<file path="config.mk">
export PLATFORM = sky130hd
export DESIGN_NAME = instr_serializer
export DESIGN_NICKNAME = d
export VERILOG_FILES = /design/src/rtl/instr_pkg.sv /design/src/rtl/instr_pack.sv /design/src/rtl/instr_serializer.sv
export SDC_FILE = /design/constraint.sdc
export NUM_CORES = 1
export LEC_CHECK = 0
export BUFFER_PORTS_ARGS = -buffer_cell sky130_fd_sc_hd__clkbuf_2
export CAP_MARGIN = 10
export CORE_MARGIN = 10
export CORE_UTILIZATION = 59
export CTS_BUF_LIST = sky130_fd_sc_hd__clkbuf_2
export CTS_CLUSTER_DIAMETER = 100
export DETAILED_ROUTE_END_ITERATION = 16
export HOLD_SLACK_MARGIN = 0.12
export PLACE_DENSITY = 0.9
export SLEW_MARGIN = 20
export SYNTH_ARGS = -nofsm -noshare
export SYNTH_HDL_FRONTEND = slang
export SYNTH_SLANG_ARGS = --single-unit
export TNS_END_PERCENT = 1
</file>
<file path="constraint.sdc">
create_clock -name clk -period 2.15 [get_ports clk]
set_input_delay 0.43 -clock clk [delete_from_list [all_inputs] [get_ports clk]]
set_output_delay 0.43 -clock clk [all_outputs]
set_load 0.02 [all_outputs]
</file>
<file path="src/rtl/instr_pkg.sv">
// Shared instruction-word definitions: format selector values,
// field bit positions, ALU opcodes and the serializer state type.
package instr_pkg;

    localparam int INSTR_W = 16;

    localparam logic FMT_ALU = 1'b0;
    localparam logic FMT_JMP = 1'b1;

    localparam int KIND_BIT = 15;
    localparam int OPC_MSB  = 9;
    localparam int OPC_LSB  = 6;
    localparam int IN1_MSB  = 5;
    localparam int IN1_LSB  = 3;
    localparam int IN2_MSB  = 2;
    localparam int IN2_LSB  = 0;
    localparam int JZ_BIT   = 14;
    localparam int WR_BIT   = 13;
    localparam int ADDR_MSB = 7;
    localparam int ADDR_LSB = 0;

    localparam logic [3:0] OP_SHOW = 4'd5;
    localparam logic [3:0] OP_NOWR = 4'd6;

    typedef enum logic [1:0] {
        IDLE,
        SHIFT,
        GAP
    } ser_state_t;

endpackage

</file>
<file path="src/rtl/instr_pack.sv">
// Combinational packer: field set in, 16-bit instruction word and
// illegal flag (jump_z together with mem_write) out.
module instr_pack
    import instr_pkg::*;
(
    input  logic               kind,
    input  logic [3:0]         aluop,
    input  logic [2:0]         in1,
    input  logic [2:0]         in2,
    input  logic [7:0]         data_addr,
    input  logic               jump_z,
    input  logic               mem_write,
    output logic [INSTR_W-1:0] word,
    output logic               illegal
);

    always_comb begin
        word    = '0;
        illegal = 1'b0;
        if (kind == FMT_JMP) begin
            word[KIND_BIT]          = 1'b1;
            word[JZ_BIT]            = jump_z;
            word[WR_BIT]            = mem_write;
            word[ADDR_MSB:ADDR_LSB] = data_addr;
            illegal                 = jump_z & mem_write;
        end else begin
            word[OPC_MSB:OPC_LSB] = aluop;
            word[IN1_MSB:IN1_LSB] = in1;
            word[IN2_MSB:IN2_LSB] = in2;
        end
    end

endmodule

</file>
<file path="src/rtl/instr_serializer.sv">
// Packs a field set accepted over valid/ready and shifts the word out
// serially with a frame strobe, followed by GAP_CYCLES idle cycles.
// Ports: clk/rst, fmt_valid/fmt_ready handshake, field inputs,
// ser_out/ser_frame serial link, instr_word, enc_err pulse.
module instr_serializer
    import instr_pkg::*;
#(
    parameter int GAP_CYCLES = 1,
    parameter bit LSB_FIRST  = 1'b0
) (
    input  logic               clk,
    input  logic               rst,
    input  logic               fmt_valid,
    output logic               fmt_ready,
    input  logic               kind,
    input  logic [3:0]         aluop,
    input  logic [2:0]         in1,
    input  logic [2:0]         in2,
    input  logic [7:0]         data_addr,
    input  logic               jump_z,
    input  logic               mem_write,
    output logic               ser_out,
    output logic               ser_frame,
    output logic [INSTR_W-1:0] instr_word,
    output logic               enc_err
);

    localparam int GW = (GAP_CYCLES > 1) ? $clog2(GAP_CYCLES) : 1;

    ser_state_t         state, state_n;
    logic [INSTR_W-1:0] sreg, sreg_n;
    logic [INSTR_W-1:0] word, iw_n;
    logic [3:0]         cnt, cnt_n;
    logic [GW-1:0]      gcnt, gcnt_n;
    logic               illegal;
    logic               rdy_n, so_n, sf_n, err_n;

    instr_pack u_pack (
        .kind      (kind),
        .aluop     (aluop),
        .in1       (in1),
        .in2       (in2),
        .data_addr (data_addr),
        .jump_z    (jump_z),
        .mem_write (mem_write),
        .word      (word),
        .illegal   (illegal)
    );

    always_ff @(posedge clk) begin
        if (rst) begin
            state      <= IDLE;
            sreg       <= '0;
            cnt        <= '0;
            gcnt       <= '0;
            fmt_ready  <= 1'b1;
            ser_out    <= 1'b0;
            ser_frame  <= 1'b0;
            instr_word <= '0;
            enc_err    <= 1'b0;
        end else begin
            state      <= state_n;
            sreg       <= sreg_n;
            cnt        <= cnt_n;
            gcnt       <= gcnt_n;
            fmt_ready  <= rdy_n;
            ser_out    <= so_n;
            ser_frame  <= sf_n;
            instr_word <= iw_n;
            enc_err    <= err_n;
        end
    end

    // sreg always holds the bits not yet driven onto ser_out, with the
    // next one at the end selected by LSB_FIRST.
    always_comb begin
        state_n = state;
        sreg_n  = sreg;
        cnt_n   = cnt;
        gcnt_n  = gcnt;
        rdy_n   = fmt_ready;
        so_n    = 1'b0;
        sf_n    = ser_frame;
        iw_n    = instr_word;
        err_n   = 1'b0;
        unique case (state)
            IDLE: begin
                if (fmt_valid && fmt_ready) begin
                    if (illegal) begin
                        err_n = 1'b1;
                    end else begin
                        iw_n    = word;
                        so_n    = LSB_FIRST ? word[0] : word[INSTR_W-1];
                        sreg_n  = LSB_FIRST ? (word >> 1) : (word << 1);
                        sf_n    = 1'b1;
                        cnt_n   = '0;
                        rdy_n   = 1'b0;
                        state_n = SHIFT;
                    end
                end
            end
            SHIFT: begin
                if (cnt == 4'd15) begin
                    sf_n   = 1'b0;
                    gcnt_n = '0;
                    if (GAP_CYCLES > 0) begin
                        state_n = GAP;
                    end else begin
                        state_n = IDLE;
                        rdy_n   = 1'b1;
                    end
                end else begin
                    so_n   = LSB_FIRST ? sreg[0] : sreg[INSTR_W-1];
                    sreg_n = LSB_FIRST ? (sreg >> 1) : (sreg << 1);
                    cnt_n  = cnt + 4'd1;
                end
            end
            GAP: begin
                if (gcnt == GW'(GAP_CYCLES - 1)) begin
                    state_n = IDLE;
                    rdy_n   = 1'b1;
                end else begin
                    gcnt_n = gcnt + 1'b1;
                end
            end
            default: state_n = IDLE;
        endcase
    end

endmodule

</file>
; ---- After elaboration in Yosys (flattened, before gate mapping)
; Index checks and enable logic that the tools add are counted.
[op_classes]
n_mux = 32
reduce_logical = 12
n_bitwise = 4
eq_ne = 8
n_addsub = 2
[op_table]
columns = op, n
row1 = 16-bit 2-to-1 mux, 3
row2 = 16-bit case mux with 2 select lines, 1
row3 = 4-bit AND reduction, 4
row4 = 1-bit 2-to-1 mux, 12
row5 = 4-bit 2-to-1 mux, 3
row6 = 2-bit 2-to-1 mux, 5
row7 = "2-bit inequality test, second input constant", 5
row8 = 8-bit 2-to-1 mux, 1
row9 = 1-bit case mux with 2 select lines, 4
row10 = 4-bit case mux with 2 select lines, 1
row11 = 2-bit case mux with 3 select lines, 1
row12 = 2-bit nonzero test, 3
row13 = "4-bit by 1-bit adder with 4-bit output, second input constant", 1
row14 = "4-bit equality test, second input constant", 1
row15 = 3-bit 2-to-1 mux, 1
row16 = 1-bit inverter, 3
row17 = 3-bit AND reduction, 1
row18 = 3-bit OR reduction, 1
row19 = "2-bit by 1-bit equality test with 1-bit output, second input constant", 1
row20 = "2-bit equality test, second input constant", 1
row21 = 2-bit logical NOT, 1
row22 = 2-bit AND reduction, 1
row23 = "1-bit adder, second input constant", 1
row24 = 1-bit bitwise AND, 1
row25 = 1-bit logical AND, 1
[word_totals]
reg_bits = 40
output_inout_bits = 20

; ---- Depth between registers and ports, before layout
; Gate-level depths: netlist of run 1.
[depth]
ltp_word = 5
ltp_mapped = 5
ltp_nobuf = 4

; ---- Modules after synthesis
; A second synthesis of run 1 with hierarchy kept.
[unflattened]
cells_unflattened = 227
area_unflattened_um2 = 2035.7
[by_module_without_submodules]
columns = module, cells_per_inst, area_per_inst_um2, seq_area_each_um2, instances
row1 = instr_serializer, 208, 1841.8, 820.8, 1
row2 = instr_pack, 19, 193.9, 0.0, 1

; ---- Worst setup path after synthesis of run 1
; OpenSTA, ideal clock, no wires.
[synth_timing]
kind = input to register
startpoint = input kind
endpoint = register sreg[10]
arrival_time_ps = 1242
stages = 5
setup_slack_ps = 771
required_ps = 2013
path_cell_list = buf_4 nand3_2 buf_2 a221oi_1 a211oi_1
[synth_between]
elab_chain_cells = 4
[synth_lines]
columns = item, line
row1 = "start, declared", instr_serializer.sv:15  ; input logic kind,
row2 = 2-bit 2-to-1 mux, instr_pack.sv:20  ; if (kind == FMT_JMP) begin
row3 = 16-bit 2-to-1 mux, instr_serializer.sv:89  ; if (illegal) begin
row4 = 16-bit 2-to-1 mux, instr_serializer.sv:88  ; if (fmt_valid && fmt_ready) begin
row5 = 16-bit case mux with 2 select lines, instr_serializer.sv:86  ; unique case (state)
row6 = "end signal, assigned", instr_serializer.sv:63  ; sreg <= sreg_n;
row7 = "end, declared", instr_serializer.sv:31  ; logic [INSTR_W-1:0] sreg, sreg_n;
; Parallel ways exist; a longest one is shown, timed or not. The select of a mux whose other input is x is not followed.
; A chain may end at the register's enable or synchronous reset.

; ---- Final worst setup path of run 1
[layout_timing]
startpoint = register state[1]
endpoint = register sreg[2]
[layout_between]
elab_chain_cells = 3
[layout_lines]
columns = item, line
row1 = "start, declared", instr_serializer.sv:30  ; ser_state_t state, state_n;
row2 = "start signal, assigned", instr_serializer.sv:62  ; state <= state_n;
row3 = 2-bit by 1-bit equality test with 1-bit output / 2-bit logical NOT (equally long branches), instr_serializer.sv:86
row4 = 2-bit inequality test (no line) / 2-bit nonzero test (equally long branches), -
row5 = 4-bit AND reduction (no line), -
; Parallel ways exist; a longest one is shown, timed or not.

==> run metrics, run 1 <==
status completed; Syn. warnings 0; Sequential Power Share 55.2%; Hold/Removal Path Class in -> reg; die height 75.85 um; Layout fillers 242; Area Overhead vs Synth 11.76%; Post-synth top flop dfxtp_1; Data arrival, critical path 2.13 ns; f_max 0.5559 GHz; n_diodes 0; Net Sw Frac 31.68%; drt first pass iters 4; total gr overflow 0; combinational fraction of design power 24.0%; Layout Skew 0.005219 ns; core outline area 0.003028 mm^2; minimum clock period 1.799 ns; crit path max fanout 14; final hold vios 0; Clk network pwr share 20.8%; DR vias 1599; Cell Area, Synth 0.001841 mm^2; commonest non-fill, non-tap cells in the layout clkbuf_2 (47), dfxtp_1 (38), a21oi_1 (19); switching pwr 0.0004622 W; cells after synthesis 193; PwrDens 709.2 mW/mm^2; Slew Limit Headroom 44.87%; hold_buf cts 0; global-route wire length before repair 7.010 mm; H-tree lvl count 2; Required @ worst endpoint 2.48 ns; Post-Layout Cell Count 269; Die ar. 0.005753 mm^2; Synth cell types 41; Post-Route WL 4.497 mm; Cell Int Power 0.0009967 W; first-iteration detailed-routing DRC count 184; largest net degree at the start of global routing 48; post_cts resized 0; row count 20; Finished Core Util 67.93%; ys async rst share 0%; Final Max Slew Viols 0; post-route ant nets 0; register bit total from synthesis 38; DP Wirelength 3.313 mm; Max VDD drop 0.4256 mV; clk_lat worst skew 0.39 ns; Starting Density 60.79%; die width 75.85 um; total setup buffers inserted after CTS 0; routed vias/inst 5.944; Final TNS setup 0 ns; IO Port Bufs 40; DRC 0; initial antenna violation count 0; Clock Path Buffers 2; TritonCTS clock tree done; Pleak 0.8691 nW; Worst-path clk slew 0.17 ns; detailed-route wire length per cell 16.72 um; Post-synth EDFFs 0; CTS root buf clkbuf_2; Syn Area/Cell 9.536 um^2; share of cells above drive strength 1 24.89%; Tot Pwr 0.001459 W; most common cell after layout, fill and taps aside clkbuf_2; Final period util 83.67%; type of the worst setup path reg -> reg; sequential share of the synthesized area 41.33%; CP Capture Type register; RSZ-0062 raised after global routing no; Top Ports 44; Sink Count 38; number of cells after detailed placement 262; Setup-failing EPs final 0; CP startpoint kind register; Slew @ Worst Pin 0.8270 ns; Max Cap Viol 0; number of global-route vias before repair 1506; cts bufs inserted 5; last weighted congestion value of the routability-driven placer 0.7977; Final #Nets 250; GRT Util Overall 16.04%
-- power groups by stage --
stage / logic (W) / registers [W] / clock network, W
finish: 0.000350 / 0.000806 / 0.000303
CTS: 0.000350 / 0.000804 / 0.000302
global route: 0.000385 / 0.000813 / 0.000326
global placement: 0.000339 / 0.000817 / 0
floorplan: 0.000235 / 0.000842 / 0
detailed placement: 0.000349 / 0.000819 / 0
-- per-layer routing --
metal  GRT usage, %  vias to the layer above  wire length [um]
met5              0                        -                 0
met3          4.818                        6               252
met2          27.26                       37              2326
met4          7.216                        0                71
li1               -                      790                 -
met1          18.03                      766              1847
-- state kept, by name, summed over array words and instances, names as in the netlist --
signal and count:
sreg 15, state 2, ser_out 1, cnt 4
enc_err 1, instr_word 13, fmt_ready 1, ser_frame 1
-- synthesized netlist by cell type (all sizes together) (3+ instances only) --
cell / n / area, um^2
buf: 14 / 92.58
o221ai: 4 / 35.03
a211o: 7 / 61.31
nor3: 4 / 20.02
nand2b: 11 / 68.82
dfxtp: 38 / 760.7
a221oi: 4 / 35.03
nand2: 5 / 18.77
a311oi: 10 / 87.58
inv: 5 / 18.77
nand3: 8 / 45.04
clkbuf: 9 / 33.78
nor3b: 7 / 52.55
a211oi: 3 / 22.52
o32ai: 3 / 26.28
mux2i: 17 / 170.2
a21oi: 19 / 95.09
o21ai: 4 / 20.02
-- final timing paths --
path	from	endpoint	slack, ns	cells after the start
max reg2reg	state[1]	sreg[2]	0.35	3
min	jump_z	sreg[15]	0.39	3
max	state[1]	sreg[2]	0.35	3
min reg2reg	sreg[4]	sreg[4]	0.49	2
-- kinds of logic after synthesis --
kind of cell | count (synthesis) | share of synthesized area (%)
other | 1 | 0.2037
AOI/OAI and AO/OA | 60 | 24.27
adders and majority gates | 1 | 0.6797
xor gates and xnor gates | 1 | 0.4760
muxes | 17 | 9.245
and+or+nand+nor | 47 | 15.91
buffers and inverters | 28 | 7.885
DFF | 38 | 41.33
-- layout make-up --
type	count	area [um^2]	area share (%)
clock buffers	7	35.03	1.703
inverters	5	18.77	0.9124
multi-input cells	129	942.2	45.80
flip-flops and latches	38	760.7	36.98
well taps	44	55.05	2.676
repair buffers	46	245.2	11.92
-- metrics by stage --
step / area (um^2) / hold WS (ns) / worst slack [ns]
2_1_floorplan: 1848 / 0.4513 / 0.7710
4_1_cts: 2057 / 0.3917 / 0.3122
6_report: 2057 / 0.3900 / 0.3511
5_1_grt: 2057 / 0.3940 / 0.1576
3_3_place_gp: 2022 / 0.4617 / 0.4455
3_5_place_dp: 2022 / 0.4679 / 0.3798
-- critical path, cell delays in order (launching register included) --
cell,delay [ns]
dfxtp_1,0.67
and4bb_1,0.43
a22oi_4,0.43
mux2i_1,0.22
Note: power is estimated with default switching activity, not from simulation.
==> run 2: changes to the inputs <==
--- a/config.mk
+++ b/config.mk
@@ -8,12 +8,12 @@
 export BUFFER_PORTS_ARGS = -buffer_cell sky130_fd_sc_hd__clkbuf_2
 export CAP_MARGIN = 10
 export CORE_MARGIN = 10
-export CORE_UTILIZATION = 59
+export CORE_UTILIZATION = 50
 export CTS_BUF_LIST = sky130_fd_sc_hd__clkbuf_2
 export CTS_CLUSTER_DIAMETER = 100
 export DETAILED_ROUTE_END_ITERATION = 16
 export HOLD_SLACK_MARGIN = 0.12
-export PLACE_DENSITY = 0.9
+export PLACE_DENSITY = 0.81
 export SLEW_MARGIN = 20
 export SYNTH_ARGS = -nofsm -noshare
 export SYNTH_HDL_FRONTEND = slang
==> constraint.sdc (replaced) <==
create_clock -name clk -period 1.45 [get_ports clk]
set_input_delay 0.29 -clock clk [delete_from_list [all_inputs] [get_ports clk]]
set_output_delay 0.29 -clock clk [all_outputs]
set_load 0.02 [all_outputs]
==> run 2 against run 1 <==
Flip-flop and latch count did not move. First-iteration DRC count fell by 39%. Utilization fell by 1.9 points. Hold slack got worse by 0.17 ns. Critical path type unchanged. Largest power group unchanged.
==> run metrics, run 2 (synthesized netlist as in run 1, its figures left out) <==
row count 21 (was 20); Max Cap Viol 0 (unchanged); total gr overflow 0 (unchanged); area of the multi-input gates 968.4 um^2 (was 942.2 um^2); DR WL met3 355 um (was 252 um); DRC 0 (unchanged); Slew @ Worst Pin 0.6061 ns (was 0.8270 ns); biggest regs sreg: 15 flops, instr_word: 13 flops, cnt: 4 flops (unchanged); last weighted congestion value of the routability-driven placer 0.7940 (was 0.7977); Post-Layout Cell Count 290 (was 269); first-iteration detailed-routing DRC count 113 (was 184); Final #Nets 268 (was 250); f_max 0.7263 GHz (was 0.5559 GHz); number of global-route vias before repair 1510 (was 1506); metal2 WL 2.207 mm (was 2.326 mm); Top reg by flops sreg (unchanged); n_diodes 0 (unchanged); final hold vios 0 (unchanged); minimum clock period 1.377 ns (was 1.799 ns); Post-Route WL 4.632 mm (was 4.497 mm); Worst-path clk slew 0.21 ns (was 0.17 ns); Die ar. 0.006508 mm^2 (was 0.005753 mm^2); initial antenna violation count 0 (unchanged); Setup-failing EPs final 0 (unchanged); CP startpoint kind register (unchanged); Max VDD drop 0.4520 mV (was 0.4256 mV); Data arrival, critical path 1.67 ns (was 2.13 ns); H-tree lvl count 2 (unchanged); largest net degree at the start of global routing 35 (was 48); Clock Path Buffers 2 (unchanged); Layout Skew 0.03304 ns (was 0.005219 ns); cts bufs inserted 5 (unchanged); Largest register FFs 15 (unchanged); CTS root buf clkbuf_2 (unchanged); number of cells after detailed placement 282 (was 262); Register Area 764.5 um^2 (was 760.7 um^2); core outline area 0.003442 mm^2 (was 0.003028 mm^2); Required @ worst endpoint 1.75 ns (was 2.48 ns); Area Overhead vs Synth 23.45% (was 11.76%); Top Ports 44 (unchanged); Layout fillers 270 (was 242); Final period util 94.96% (was 83.67%); status completed (unchanged); clk_lat worst skew 0.40 ns (was 0.39 ns); die height 80.67 um (was 75.85 um); DP Wirelength 3.463 mm (was 3.313 mm); WL met1 1.975 mm (was 1.847 mm); total setup buffers inserted after CTS 0 (unchanged); WHS 0.2152 ns (was 0.3900 ns); detailed-route wire length per cell 15.97 um (was 16.72 um); die width 80.67 um (was 75.85 um); post-route ant nets 0 (unchanged); hold_buf cts 0 (unchanged); Sink Count 38 (unchanged); PwrDens 995.8 mW/mm^2 (was 709.2 mW/mm^2); Final Max Slew Viols 0 (unchanged); crit path max fanout 10 (was 14); Hold/Removal Path Class in -> reg (unchanged); Pleak 0.9690 nW (was 0.8691 nW); commonest non-fill, non-tap cells in the layout clkbuf_2 (45), dfxtp_1 (35), buf_4 (20) (was clkbuf_2 (47), dfxtp_1 (38), a21oi_1 (19)); DR vias 1664 (was 1599); type of the worst setup path reg -> reg (unchanged); TritonCTS clock tree done (unchanged); Starting Density 53.47% (was 60.79%); GRT Util Overall 13.60% (was 16.04%); share of cells above drive strength 1 34.43% (was 24.89%); most common cell after layout, fill and taps aside clkbuf_2 (unchanged); FF-to-FF setup slack 0.07 ns (was 0.35 ns); IO Port Bufs 40 (unchanged); routed vias/inst 5.738 (was 5.944); drt first pass iters 4 (unchanged); Final TNS setup 0 ns (unchanged); Slew Limit Headroom 59.59% (was 44.87%); top routing layer in use met4 (unchanged); CP Capture Type register (unchanged); global-route wire length before repair 7.155 mm (was 7.010 mm)
-- run 2: cell types whose count changed in the layout (fill, tap and decap cells not counted), sizes merged --
cell,change
clkinv,+2
clkinvlp,+1
buf,+18
clkbuf,-2
-- run 2: through the flow --
| step | setup WS (ns) | area [um^2] | util (%) | power [W] |
|---|---|---|---|---|
| 6_report | 0.07307 | 2272 | 66.01 | 0.002263 |
| 5_1_grt | -0.01287 | 2272 | 66.01 | 0.002378 |
| 4_1_cts | 0.01308 | 2241 | 65.10 | 0.002260 |
| 3_5_place_dp | -0.01746 | 2197 | 63.83 | 0.001798 |
| 3_3_place_gp | 0.01201 | 2197 | 63.83 | 0.001783 |
| 2_1_floorplan | 0.07402 | 1848 | - | 0.001596 |
-- run 2: worst max-delay path, stage by stage, from the launching register on --
cell	delay, ns
dfxtp_2	0.36
buf_4	0.15
nand4bb_1	0.24
buf_4	0.21
o221ai_1	0.22
a21oi_1	0.10
-- run 2: worst paths after layout --
check | endpoint | cells past startpoint | startpoint
min reg2reg | sreg[15] | 2 | sreg[14]
min | sreg[15] | 3 | jump_z
max reg2reg | cnt[0] | 5 | state[1]
max | cnt[0] | 5 | state[1]
-- run 2: metal layers --
layer,global-route usage (%),vias up
li1,-,820
met1,16.93,786
met3,3.341,7
met5,0,-
met4,7.266,0
met2,21.02,51
-- run 2: report_power, final --
part           internal (W)  switching (W)
Combinational      0.000280       0.000326
Sequential          0.00114      0.0000489
Clock              0.000110       0.000359
Total               0.00153       0.000734
-- run 2: cell type report --
type	instances	area share (%)
repair buffers	64	18.56
well taps	46	2.533
flip-flops and latches	38	33.65
multi-input cells	129	42.62
clock inverters	3	0.7159
inverters	5	0.8260
clock buffers	5	1.101
-- run 2: timing repair --
action                                  CTS  global route
gates cloned                              0             0
pin swaps                                 0             1
endpoints found under the setup margin    4            22
resized for setup                         2            11
